$ cat src/rtl/phase_sequencer.sv
// rtl/phase_sequencer.sv - phase/pass sequencer that drives a periodic tick timer
// Steps NPHASE phases of programmable tick length, repeats for a pass count, with hold and abort.
module phase_sequencer #(
   parameter int PW = 2,
   parameter int DW = 8,
   parameter int CW = 8
) (
   input  logic                      clk,
   input  logic                      reset,
   input  logic                      start,
   input  logic                      abort,
   input  logic                      hold,
   input  logic [(2**PW)*DW-1:0]     durations,
   input  logic [CW-1:0]             loops,
   input  logic                      tick,
   output logic                      tmr_enable,
   output logic                      tmr_reset,
   output logic [PW-1:0]             phase,
   output logic                      phase_start,
   output logic                      busy,
   output logic                      done,
   output logic [CW-1:0]             pass_cnt
);

   localparam int NPHASE = 2**PW;

   typedef enum logic [1:0] {S_IDLE, S_RUN, S_HOLD} state_t;

   state_t                 state_q, state_d;
   logic [NPHASE*DW-1:0]   dur_q, dur_d;
   logic [CW-1:0]          loops_q, loops_d;
   logic [DW-1:0]          tick_cnt_q, tick_cnt_d;
   logic [CW-1:0]          pass_cnt_q, pass_cnt_d;
   logic [PW-1:0]          phase_q, phase_d;
   logic                   phase_start_q, phase_start_d;
   logic                   busy_q, busy_d;
   logic                   done_q, done_d;
   logic                   tmr_enable_q, tmr_enable_d;
   logic                   tmr_reset_q, tmr_reset_d;

   logic [DW-1:0]          dur_cur;
   logic [DW:0]            d_eff;
   logic [DW:0]            cnt_inc;
   logic [CW-1:0]          pass_inc;
   logic                   phase_end;
   logic                   last_phase;
   logic                   pass_done;

   // A zero-length phase still consumes one tick.
   assign dur_cur    = dur_q[phase_q*DW +: DW];
   assign d_eff      = (dur_cur == '0) ? (DW+1)'(1) : {1'b0, dur_cur};
   assign cnt_inc    = {1'b0, tick_cnt_q} + (DW+1)'(1);
   assign phase_end  = (cnt_inc >= d_eff);
   assign last_phase = (phase_q == PW'(NPHASE-1));
   assign pass_inc   = pass_cnt_q + CW'(1);
   assign pass_done  = (loops_q != '0) && (pass_inc == loops_q);

   always_ff @(posedge clk) begin
      if (reset) begin
         state_q       <= S_IDLE;
         dur_q         <= '0;
         loops_q       <= '0;
         tick_cnt_q    <= '0;
         pass_cnt_q    <= '0;
         phase_q       <= '0;
         phase_start_q <= 1'b0;
         busy_q        <= 1'b0;
         done_q        <= 1'b0;
         tmr_enable_q  <= 1'b0;
         tmr_reset_q   <= 1'b1;
      end else begin
         state_q       <= state_d;
         dur_q         <= dur_d;
         loops_q       <= loops_d;
         tick_cnt_q    <= tick_cnt_d;
         pass_cnt_q    <= pass_cnt_d;
         phase_q       <= phase_d;
         phase_start_q <= phase_start_d;
         busy_q        <= busy_d;
         done_q        <= done_d;
         tmr_enable_q  <= tmr_enable_d;
         tmr_reset_q   <= tmr_reset_d;
      end
   end

   always_comb begin
      state_d       = state_q;
      dur_d         = dur_q;
      loops_d       = loops_q;
      tick_cnt_d    = tick_cnt_q;
      pass_cnt_d    = pass_cnt_q;
      phase_d       = phase_q;
      phase_start_d = 1'b0;
      busy_d        = busy_q;
      done_d        = 1'b0;
      tmr_enable_d  = tmr_enable_q;
      tmr_reset_d   = tmr_reset_q;
      unique case (state_q)
         S_IDLE: begin
            if (start) begin
               dur_d         = durations;
               loops_d       = loops;
               pass_cnt_d    = '0;
               tick_cnt_d    = '0;
               state_d       = S_RUN;
               busy_d        = 1'b1;
               phase_d       = '0;
               phase_start_d = 1'b1;
               tmr_reset_d   = 1'b0;
               tmr_enable_d  = 1'b1;
            end
         end
         S_RUN: begin
            if (abort) begin
               state_d      = S_IDLE;
               busy_d       = 1'b0;
               tmr_enable_d = 1'b0;
               tmr_reset_d  = 1'b1;
               phase_d      = '0;
            end else begin
               if (tick) begin
                  if (!phase_end) begin
                     tick_cnt_d = cnt_inc[DW-1:0];
                  end else begin
                     tick_cnt_d = '0;
                     if (!last_phase) begin
                        phase_d       = phase_q + PW'(1);
                        phase_start_d = 1'b1;
                     end else begin
                        pass_cnt_d = pass_inc;
                        if (pass_done) begin
                           state_d      = S_IDLE;
                           done_d       = 1'b1;
                           busy_d       = 1'b0;
                           tmr_enable_d = 1'b0;
                           tmr_reset_d  = 1'b1;
                           phase_d      = '0;
                        end else begin
                           phase_d       = '0;
                           phase_start_d = 1'b1;
                        end
                     end
                  end
               end
               // Completion wins over a simultaneous hold request.
               if (hold && (state_d == S_RUN)) begin
                  state_d      = S_HOLD;
                  tmr_enable_d = 1'b0;
               end
            end
         end
         S_HOLD: begin
            if (abort) begin
               state_d      = S_IDLE;
               busy_d       = 1'b0;
               tmr_enable_d = 1'b0;
               tmr_reset_d  = 1'b1;
               phase_d      = '0;
            end else if (!hold) begin
               state_d      = S_RUN;
               tmr_enable_d = 1'b1;
            end
         end
         default: begin
            state_d = S_IDLE;
         end
      endcase
   end

   always_comb begin
      tmr_enable  = tmr_enable_q;
      tmr_reset   = tmr_reset_q;
      phase       = phase_q;
      phase_start = phase_start_q;
      busy        = busy_q;
      done        = done_q;
      pass_cnt    = pass_cnt_q;
   end

endmodule

$ cat config.mk
export PLATFORM = sky130hd
export DESIGN_NAME = phase_sequencer
export DESIGN_NICKNAME = d
export VERILOG_FILES = /design/src/rtl/phase_sequencer.sv
export SDC_FILE = /design/constraint.sdc
export NUM_CORES = 1
export LEC_CHECK = 0
export ABC_AREA = 1
export BUFFER_PORTS_ARGS = -buffer_cell sky130_fd_sc_hd__buf_4
export CORE_ASPECT_RATIO = 0.7
export CORE_MARGIN = 3
export CORE_UTILIZATION = 60
export CTS_CLUSTER_DIAMETER = 100
export CTS_CLUSTER_SIZE = 28
export DETAILED_ROUTE_END_ITERATION = 8
export GPL_TIMING_DRIVEN = 0
export PLACE_DENSITY_LB_ADDON = 0.15
export SYNTH_ARGS = -nofsm -noshare
export SYNTH_HDL_FRONTEND = slang
export SYNTH_SLANG_ARGS = --single-unit
$ cat constraint.sdc
create_clock -name clk -period 5.29 [get_ports clk]
set_input_delay 0.529 -clock clk [delete_from_list [all_inputs] [get_ports clk]]
set_output_delay 0.529 -clock clk [all_outputs]
set_load 0.05 [all_outputs]
==> flow_summary.json <==
{
  "drtIter0Drc": 272,
  "post-place-cells": 650,
  "synth_top_family_by_area": "simple AND/OR/NAND/NOR gates",
  "grt_pass1_wl_mm": 15.59,
  "hold_class": "in2reg",
  "critPathMaxFanout": 10,
  "ys_ff_latch": 65,
  "holdWs_ns": 0.4390,
  "antenna_found_initial": 0,
  "slew_violations": 0,
  "die_w_um": 97.30,
  "synth-xor-area-share": 0.01501,
  "diodes": 0,
  "dpl_cell_area_um2": 4034,
  "cp.arrival_ns": 3.53,
  "cts.sinks": 65,
  "ant_nets": 0,
  "fin_tns_setup_ns": 0,
  "drive_gt1_frac": 0.1448,
  "final_common_cell": "nand2_1",
  "crit_path_max_incr_delay_ns": 0.40,
  "r2r_cells": 16,
  "worstPathCellList": "clkbuf_1 -> clkbuf_1 -> a21oi_1 -> a32o_1 -> nand4_1 -> o21ai_0 -> ha_1 -> nand2_1 -> nor3_1 -> nand2_1 -> nand3_1 -> nor2_4 -> nor3_4 -> o21ai_0 -> o21ai_0 -> nor2_1",
  "syn_inst": 519,
  "cp_top_family": "simple AND/OR/NAND/NOR gates",
  "grt_start_max_net_pins": 12,
  "final_cell_mix": "nand2_1, nor2_1, dfxtp_1",
  "core-area_um2": 5450,
  "rows": 22,
  "setup_viol": 0,
  "cp_num_buf_inv": 2,
  "grt.total_usage": 0.2835,
  "io_buffer_count": 59,
  "clkTransAtPathRegs_ns": 0.07,
  "start_util": 0.6423,
  "cp.depth": 16,
  "yosysUniqueCellTypes": 30,
  "cap_violations": 0,
  "period_needed_ns": 3.330,
  "ys_seq_area_frac": 0.3717,
  "die_area_um2": 6802,
  "slew_headroom": 0.6431,
  "synth-compound-area-share": 0.1687,
  "synthAdderAreaFrac": 0.05361,
  "syn_nets": 580,
  "final_area_um2": 4230,
  "nNetsFinal": 650,
  "fmaxAchievable_mhz": 300.3,
  "syn_to_final_growth_pct": 20.84,
  "post_cts_buffers": 0,
  "overflow": 0,
  "status": "finished, final reports clean",
  "start_kind": "flop",
  "cpMostUsedCell": "o21ai_0",
  "vias_per_cell": 5.536,
  "vias": 3687,
  "routabilityCongestion": 0.9571,
  "fin_cells": 666,
  "yosysWarnings": 0,
  "cpMaxStageDelayCell": "dfxtp_1",
  "clock_latency_ns": 0.34,
  "leakagePower_uw": 0.001915,
  "hold_path_depth": 3,
  "final_hold_viol_count": 0,
  "synthMuxAreaShare": 0,
  "critPathRequiredTime_ns": 5.49,
  "root_buffer": "clkbuf_8",
  "criticalPathCategory": "reg2reg",
  "dr.pass1.iters": 6,
  "worstSetupEndpointType": "flop",
  "rsz0062_at_grt": "no",
  "cts_tree": "yes",
  "cts_hold_buf": 0,
  "drt_wl_total_mm": 9.610,
  "tightest_slew_ns": 0.5354,
  "ios": 61,
  "post_drt_wl_per_cell_um": 14.43,
  "synth-simple-area-share": 0.3192,
  "rrSetupSlack_ns": 1.96,
  "drcViolationCount": 0,
  "cts_buffers": 9,
  "vdd_drop_max_mv": 0.2061,
  "fin_skew_ns": 0.008672,
  "ctsResizeCount": 0,
  "clockBufferDepth": 2,
  "die_h_um": 69.91,
  "htree_levels": 3,
  "power.density_nw_per_um2": 323.8,
  "dp.final_hpwl_mm": 7.262,
  "synth_area_per_cell_um2": 6.745,
  "grt_pass1_vias": 3241,
  "syn-cell-area_um2": 3501,
  "post-route-period-util": 0.6295
}
==> per-stage QoR <==
| step | util | total power, uW | setup WS, ns |
|---|---|---|---|
| global route | 0.7762 | 1436 | 1.591 |
| floorplan | - | 829.0 | 2.236 |
| CTS | 0.7762 | 1360 | 2.002 |
| detailed placement | 0.7401 | 943.4 | 2.030 |
| global placement | 0.7401 | 936.3 | 2.082 |
| finish | 0.7762 | 1370 | 1.960 |
==> where the power goes <==
group | switching (uW) | internal, uW
registers | 41.6 | 533
clock network | 198 | 229
logic | 237 | 132
==> worst register-to-register path, cell delays in order (launching register included) <==
cell and delay (ns):
dfxtp_1 0.40, clkbuf_1 0.34, clkbuf_1 0.40, a21oi_1 0.16, a32o_1 0.25, nand4_1 0.10, o21ai_0 0.08, ha_1 0.28
nand2_1 0.04, nor3_1 0.16, nand2_1 0.07, nand3_1 0.16, nor2_4 0.10, nor3_4 0.32, o21ai_0 0.17, o21ai_0 0.11
nor2_1 0.06
==> synth_stat cells <==
library cell / n / share of area
nand3_1: 32 / 0.046
nor2_2: 1 / 0.0018
a21o_1: 1 / 0.0021
nor3b_1: 1 / 0.0021
o21ai_0: 51 / 0.073
nor4_1: 2 / 0.0036
buf_1: 2 / 0.0021
dfxtp_1: 65 / 0.37
nor3_4: 1 / 0.0046
nand2_1: 104 / 0.11
o21ai_2: 2 / 0.0050
a32o_1: 7 / 0.020
xnor2_1: 2 / 0.0050
a211oi_1: 1 / 0.0021
o2111ai_1: 1 / 0.0025
nand2_4: 1 / 0.0032
nand4_1: 8 / 0.014
nor2_8: 1 / 0.0057
xor2_1: 4 / 0.010
o22ai_1: 2 / 0.0036
nor2_1: 99 / 0.11
inv_1: 44 / 0.047
inv_2: 4 / 0.0043
nand3b_1: 4 / 0.0086
nor3_1: 6 / 0.0086
a21oi_1: 39 / 0.056
ha_1: 15 / 0.054
a21oi_4: 1 / 0.0046
nor2_4: 1 / 0.0032
clkbuf_1: 17 / 0.018
==> cell families after synthesis <==
logic type | count (synthesis)
buffers and inverters | 67
AO/OA/AOI/OAI | 105
AND/OR/NAND/NOR | 261
flip-flops | 65
XOR/XNOR | 6
adder cells (fa/ha/maj) | 15
==> per-layer routing <==
| layer | GRT usage | vias to the layer above | wire (um) |
|---|---|---|---|
| met5 | 0 | - | 0 |
| met3 | 0.08383 | 16 | 985 |
| met1 | 0.4263 | 1647 | 4457 |
| li1 | - | 1850 | - |
| met4 | 0.06452 | 0 | 150 |
| met2 | 0.3976 | 174 | 4016 |
==> path summary, 6_finish.rpt <==
path	start	end
setup reg to reg	phase[0]	pass_cnt[2]
setup / recovery	phase[0]	pass_cnt[2]
hold reg to reg	tmr_reset	tmr_reset
hold / removal	durations[3]	dur_q[3]
==> registers in the layout (all words and copies together) (netlist names) <==
signal / flops
pass_cnt: 8
busy: 1
loops_q: 8
done: 1
tick_cnt_q: 8
dur_q: 32
phase: 2
tmr_reset: 1
state_q: 2
tmr_enable: 1
phase_start: 1
==> final cells by class <==
type	count	area, um2
inverter	48	180.2
fill	457	1220
tap	72	90.09
sequential	65	1301
multi-input combinational	387	1948
clock buffer	11	141.4
timing repair buffer	59	442.9
buffer	19	71.32
clock inverter	5	55.05
(Power assumes the default switching activity.)
